[src/rtl/piano_note_addr_gen_if.sv]
// Key-to-ROM-address bus for the piano note address generator.
// No valid/ready pair: key is a raw level; addr is always valid and sample_tick marks the cycle it advances.
interface piano_note_addr_gen_if;
    logic [7:0] key;
    logic [4:0] addr;
    logic       sample_tick;
    logic       note_active;
    logic [2:0] note_idx;
    logic [1:0] state;

    modport master (
        input  key,
        output addr,
        output sample_tick,
        output note_active,
        output note_idx,
        output state
    );

    modport slave (
        output key,
        input  addr,
        input  sample_tick,
        input  note_active,
        input  note_idx,
        input  state
    );
endinterface

[src/rtl/piano_note_addr_gen.sv]
// Steps a 5-bit waveform ROM address at 32x the selected piano note frequency,
// always finishing a note on a complete waveform cycle so release is click-free.
module piano_note_addr_gen #(
    parameter int CLK_HZ    = 12000000,
    parameter int DIV_SHIFT = 0
) (
    input  logic                  clk,
    input  logic                  rst,
    piano_note_addr_gen_if.master bus
);

    typedef enum logic [1:0] {
        IDLE    = 2'd0,
        PLAY    = 2'd1,
        RELEASE = 2'd2
    } state_t;

    // The divisor table below is computed for CLK_HZ; it is not derived from it.
    if (CLK_HZ < 1) begin : g_bad_clk
        $error("CLK_HZ must be positive");
    end

    state_t      state_q;
    logic [7:0]  key_meta;
    logic [7:0]  ks;
    logic [2:0]  sel;
    logic        any_key;
    logic [10:0] cnt;
    logic [10:0] cur_div;
    logic        tick_now;
    logic        wrap;
    logic [4:0]  addr_q;
    logic        tick_q;
    logic        active_q;
    logic [2:0]  note_q;

    function automatic logic [10:0] note_div(input logic [2:0] n);
        logic [10:0] base;
        logic [10:0] d;
        case (n)
            3'd0:    base = 11'd1433;
            3'd1:    base = 11'd1277;
            3'd2:    base = 11'd1138;
            3'd3:    base = 11'd1074;
            3'd4:    base = 11'd957;
            3'd5:    base = 11'd852;
            3'd6:    base = 11'd759;
            default: base = 11'd717;
        endcase
        d = base >> DIV_SHIFT;
        if (d < 11'd2) d = 11'd2;
        return d;
    endfunction

    // Lowest set key wins: scan from the top so the last hit is the lowest.
    always_comb begin
        sel = 3'd0;
        for (int i = 7; i >= 0; i--) begin
            if (ks[i]) sel = 3'(i);
        end
    end

    assign any_key  = |ks;
    assign cur_div  = note_div(note_q);
    assign tick_now = (state_q != IDLE) && (cnt == cur_div - 11'd1);
    assign wrap     = tick_now && (addr_q == 5'd31);

    always_ff @(posedge clk or posedge rst) begin
        if (rst) begin
            key_meta <= '0;
            ks       <= '0;
        end else begin
            key_meta <= bus.key;
            ks       <= key_meta;
        end
    end

    always_ff @(posedge clk or posedge rst) begin
        if (rst) begin
            state_q  <= IDLE;
            cnt      <= '0;
            addr_q   <= '0;
            tick_q   <= 1'b0;
            active_q <= 1'b0;
            note_q   <= '0;
        end else begin
            case (state_q)
                IDLE: begin
                    addr_q   <= '0;
                    cnt      <= '0;
                    tick_q   <= 1'b0;
                    active_q <= 1'b0;
                    if (any_key) begin
                        note_q   <= sel;
                        state_q  <= PLAY;
                        active_q <= 1'b1;
                    end
                end
                PLAY, RELEASE: begin
                    active_q <= 1'b1;
                    if (tick_now) begin
                        cnt    <= '0;
                        addr_q <= addr_q + 5'd1;
                        tick_q <= 1'b1;
                    end else begin
                        cnt    <= cnt + 11'd1;
                        tick_q <= 1'b0;
                    end
                    // Pitch and release decisions only land on the 31->0 step.
                    if (wrap) begin
                        if (any_key) begin
                            note_q  <= sel;
                            state_q <= PLAY;
                        end else if (state_q == PLAY) begin
                            state_q <= RELEASE;
                        end else begin
                            state_q  <= IDLE;
                            active_q <= 1'b0;
                        end
                    end else begin
                        state_q <= any_key ? PLAY : RELEASE;
                    end
                end
                default: state_q <= IDLE;
            endcase
        end
    end

    assign bus.addr        = addr_q;
    assign bus.sample_tick = tick_q;
    assign bus.note_active = active_q;
    assign bus.note_idx    = note_q;
    assign bus.state       = state_q;

endmodule

[src/flat_wrapper.sv]
// flat-port wrapper written by rule: the top's interface ports become plain ports
module piano_note_addr_gen_flat 
#(
    parameter int CLK_HZ    = 12000000,
    parameter int DIV_SHIFT = 0
)
  (clk, rst, bus_key, bus_addr, bus_sample_tick, bus_note_active, bus_note_idx, bus_state);
  piano_note_addr_gen_if bus_i ();
  input  logic clk;
  input  logic rst;
  input wire logic [$bits(bus_i.key)-1:0] bus_key;
  output wire logic [$bits(bus_i.addr)-1:0] bus_addr;
  output wire logic [$bits(bus_i.sample_tick)-1:0] bus_sample_tick;
  output wire logic [$bits(bus_i.note_active)-1:0] bus_note_active;
  output wire logic [$bits(bus_i.note_idx)-1:0] bus_note_idx;
  output wire logic [$bits(bus_i.state)-1:0] bus_state;
  assign bus_i.key = bus_key;
  assign bus_addr = bus_i.addr;
  assign bus_sample_tick = bus_i.sample_tick;
  assign bus_note_active = bus_i.note_active;
  assign bus_note_idx = bus_i.note_idx;
  assign bus_state = bus_i.state;
  piano_note_addr_gen #(.CLK_HZ(CLK_HZ), .DIV_SHIFT(DIV_SHIFT)) u_core (.clk(clk), .rst(rst), .bus(bus_i));
endmodule
[config.mk]
export PLATFORM = sky130hd
export DESIGN_NAME = piano_note_addr_gen_flat
export DESIGN_NICKNAME = d
export VERILOG_FILES = /design/src/rtl/piano_note_addr_gen_if.sv /design/src/rtl/piano_note_addr_gen.sv /design/src/flat_wrapper.sv
export SDC_FILE = /design/constraint.sdc
export NUM_CORES = 1
export LEC_CHECK = 0
export ABC_AREA = 1
export CAP_MARGIN = 20
export CELL_PAD_IN_SITES_DETAIL_PLACEMENT = 0
export CELL_PAD_IN_SITES_GLOBAL_PLACEMENT = 2
export CORE_UTILIZATION = 36
export DETAILED_ROUTE_END_ITERATION = 8
export PLACE_DENSITY_LB_ADDON = 0.1
export SLEW_MARGIN = 10
export SYNTH_ARGS = -nofsm -noshare
export SYNTH_HDL_FRONTEND = slang
export SYNTH_SLANG_ARGS = --single-unit
[constraint.sdc]
create_clock -name clk -period 5.5 [get_ports clk]
set_input_delay 0.825 -clock clk [delete_from_list [all_inputs] [get_ports clk]]
set_output_delay 0.825 -clock clk [all_outputs]
set_load 0.01 [all_outputs]
==> results.yml <==
status:
  status: "finished, final reports clean"
route:
  wl_met3_um: 122
  ant_nets: 0
  wl_um: 4020
  highest_layer: "met4"
  num_vias: 1534
  drc_errors: 0
  routed_via_density: 4.65
  detail_route.iter0.violations: 62
  firstDrtPassIters: 4
  routedWlPerCell_um: 12.2
  dr_wl_met2_um: 1910
  m1WireLength_um: 1930
layout:
  final_area_um2: 2360
  fillers: 562
  insertedDiodeCount: 0
  fin_cells: 330
  drive_above_1_share: 0.0769
  post-route-util: 0.459
  area_growth_pct: 21.2
  layout.nets: 276
timing:
  min_period_over_period: 0.426
  holdWs_ns: 0.343
  period_minus_slack_ns: 2.34
  maxSlewHeadroom: 0.668
  hold_viol_final: 0
  max_freq_ghz: 0.427
  rsz0062_at_grt: "no"
  fin_worst_skew_ns: 0.00887
  slew_viol_final: 0
  finalSetupViolations: 0
  worstMarginPinSlew_ns: 0.498
  setup_tns_ns: 0
  setup_slack_ns: 3.16
power:
  power_mw: 0.782
  leakage_nw: 1.10
  vdd_drop_max_mv: 0.131
  powerDensity_nw_per_um2: 332
floorplanning:
  die_area_um2: 5700
  initial_core_util: 0.379
  core_area_um2: 5140
  die_y_um: 75.5
  fp.dieW_um: 75.5
  pin_count: 22
  num_rows: 26
synth:
  synthesis.nets: 249
  async_reset_ff_frac: 1.00
  synthFlopType: "dfrtp_1"
  ys_ff_latch: 39
  synthCells: 232
  synth_edf_count: 0
  syn_area_per_cell_um2: 8.39
  yosysSeqAreaShare: 0.502
  synth_area_um2: 1950
  yosys_warnings: 0
  synth_cell_types: 22
placed_design:
  dpl.cell_count: 322
  place_ws_ns: 3.15
  placed_cell_area_um2: 2240
  place.gp.congestion: 0.730
  portBuffers: 21
  dp_hpwl_um: 3010
cts:
  h-tree-depth: 2
  ctsHoldBuffers: 0
  cts_root_buffer: "clkbuf_8"
  post_cts_resize_count: 0
  cts_buffer_depth: 2
  clk_latency_ns: 0.30
  cts_inserted_buffers: 5
  clkSlewWorstSetupHoldPaths_ns: 0.08
  post_cts_buffers: 0
  clock-sinks: 39
  cts_tree: "yes"
grt:
  grt_max_degree: 40
  grt_pass1_wl_um: 6800
  grt_pass1_vias: 1502
  track_usage: 0.166
  grt_overflow: 0
  antenna_found_initial: 0
worst_setup_path:
  worstSetupEndpointType: "flop"
  worst-endpoint-arrival_ns: 2.52
  cp.required_ns: 5.67
  crit_type: "flop to flop"
  cp-start-kind: "flop"
  cp_max_fo: 8
job:
  maxCapViolations: 0
hold_path:
  hp-class: "flop to flop"
==> Yosys cell counts, types with 3 or more instances <==
| library cell | instances | area, µm² |
|---|---|---|
| inv_2 | 3 | 11.3 |
| o21ai_0 | 6 | 30.0 |
| xor2_1 | 7 | 61.3 |
| nand3_1 | 24 | 120 |
| inv_1 | 26 | 97.6 |
| xnor2_1 | 3 | 26.3 |
| o22ai_1 | 11 | 68.8 |
| nand2_2 | 4 | 25.0 |
| dfrtp_1 | 39 | 976 |
| a21oi_1 | 5 | 25.0 |
| nor2_1 | 21 | 78.8 |
| ha_1 | 7 | 87.6 |
| nand2_1 | 65 | 244 |
==> power breakdown <==
group	total (mW)	internal [mW]	leakage [nW]	switching (mW)
clock	0.247	0.138	0.0587	0.110
combinational	0.185	0.0748	0.551	0.111
sequential	0.349	0.318	0.487	0.0312
==> sequential cells by signal, indices dropped and copies added, names as in the netlist <==
| signal | flops |
|---|---|
| u_core.bus.note_active | 1 |
| u_core.bus.state | 2 |
| u_core.key_meta | 8 |
| u_core.bus.addr | 5 |
| u_core.bus.sample_tick | 1 |
| u_core.cnt | 11 |
| u_core.ks | 8 |
| u_core.bus.note_idx | 3 |
==> worst max-delay path, stage by stage, from the launching register on <==
cell and delay [ns]:
dfrtp_1 0.51, inv_2 0.10, nand2_2 0.10, nand2_1 0.07, nand2_1 0.08, inv_1 0.04
ha_1 0.29, nand2_1 0.06, nand2_1 0.04, nor2_1 0.08, nand2_1 0.05, nor2_1 0.09
nand2_1 0.08, nor2_4 0.13, nand2_1 0.14, nand2_2 0.22, o22ai_1 0.12
==> area by class of cell <==
type                            count  area, µm²  area share
Clock buffer                        5       68.8      0.0292
Tap cell                           70       87.6      0.0371
Sequential cell                    39        976       0.414
Multi-Input combinational cell    160        845       0.358
Clock inverter                      3       47.5      0.0202
Timing Repair Buffer               22        218      0.0923
Inverter                           31        116      0.0493
==> layer usage <==
| layer | global-route usage | up-vias |
|---|---|---|
| met3 | 0.0437 | 5 |
| met1 | 0.203 | 716 |
| met5 | 0 | - |
| li1 | - | 790 |
| met2 | 0.282 | 23 |
| met4 | 0.0617 | 0 |
==> logic make-up after synthesis <==
group,Yosys count,synth area share
and+or+nand+nor,119,0.271
buffers and inverters,33,0.0643
xor gates and xnor gates,10,0.0450
muxes,1,0.00514
adders and majority gates,7,0.0450
DFF,39,0.502
AOI/OAI and AO/OA,23,0.0682
==> placed cells by master (no fill, tap or decap), types with 6 or more instances in the layout <==
cell type,netlist,layout
nand3_1,24,24
o22ai_1,11,11
ha_1,7,7
clkdlybuf4s50_1,0,21
dfrtp_1,39,39
xor2_1,7,7
o21ai_0,6,6
nand2_1,65,65
inv_1,26,26
nor2_1,21,21
==> final timing paths <==
check | start | to | slack (ns) | cells after the start
setup / recovery | u_core.bus.note_idx[1] | u_core.cnt[9] | 3.16 | 16
max in group asynchronous | rst | u_core.bus.addr[2] | 4.21 | 3
min in group asynchronous | rst | u_core.ks[1] | 0.94 | 3
hold / removal | u_core.key_meta[1] | u_core.ks[1] | 0.34 | 0
setup reg to reg | u_core.bus.note_idx[1] | u_core.cnt[9] | 3.16 | 16
hold reg to reg | u_core.key_meta[1] | u_core.ks[1] | 0.34 | 0
Note: power is estimated with default switching activity, not from simulation.
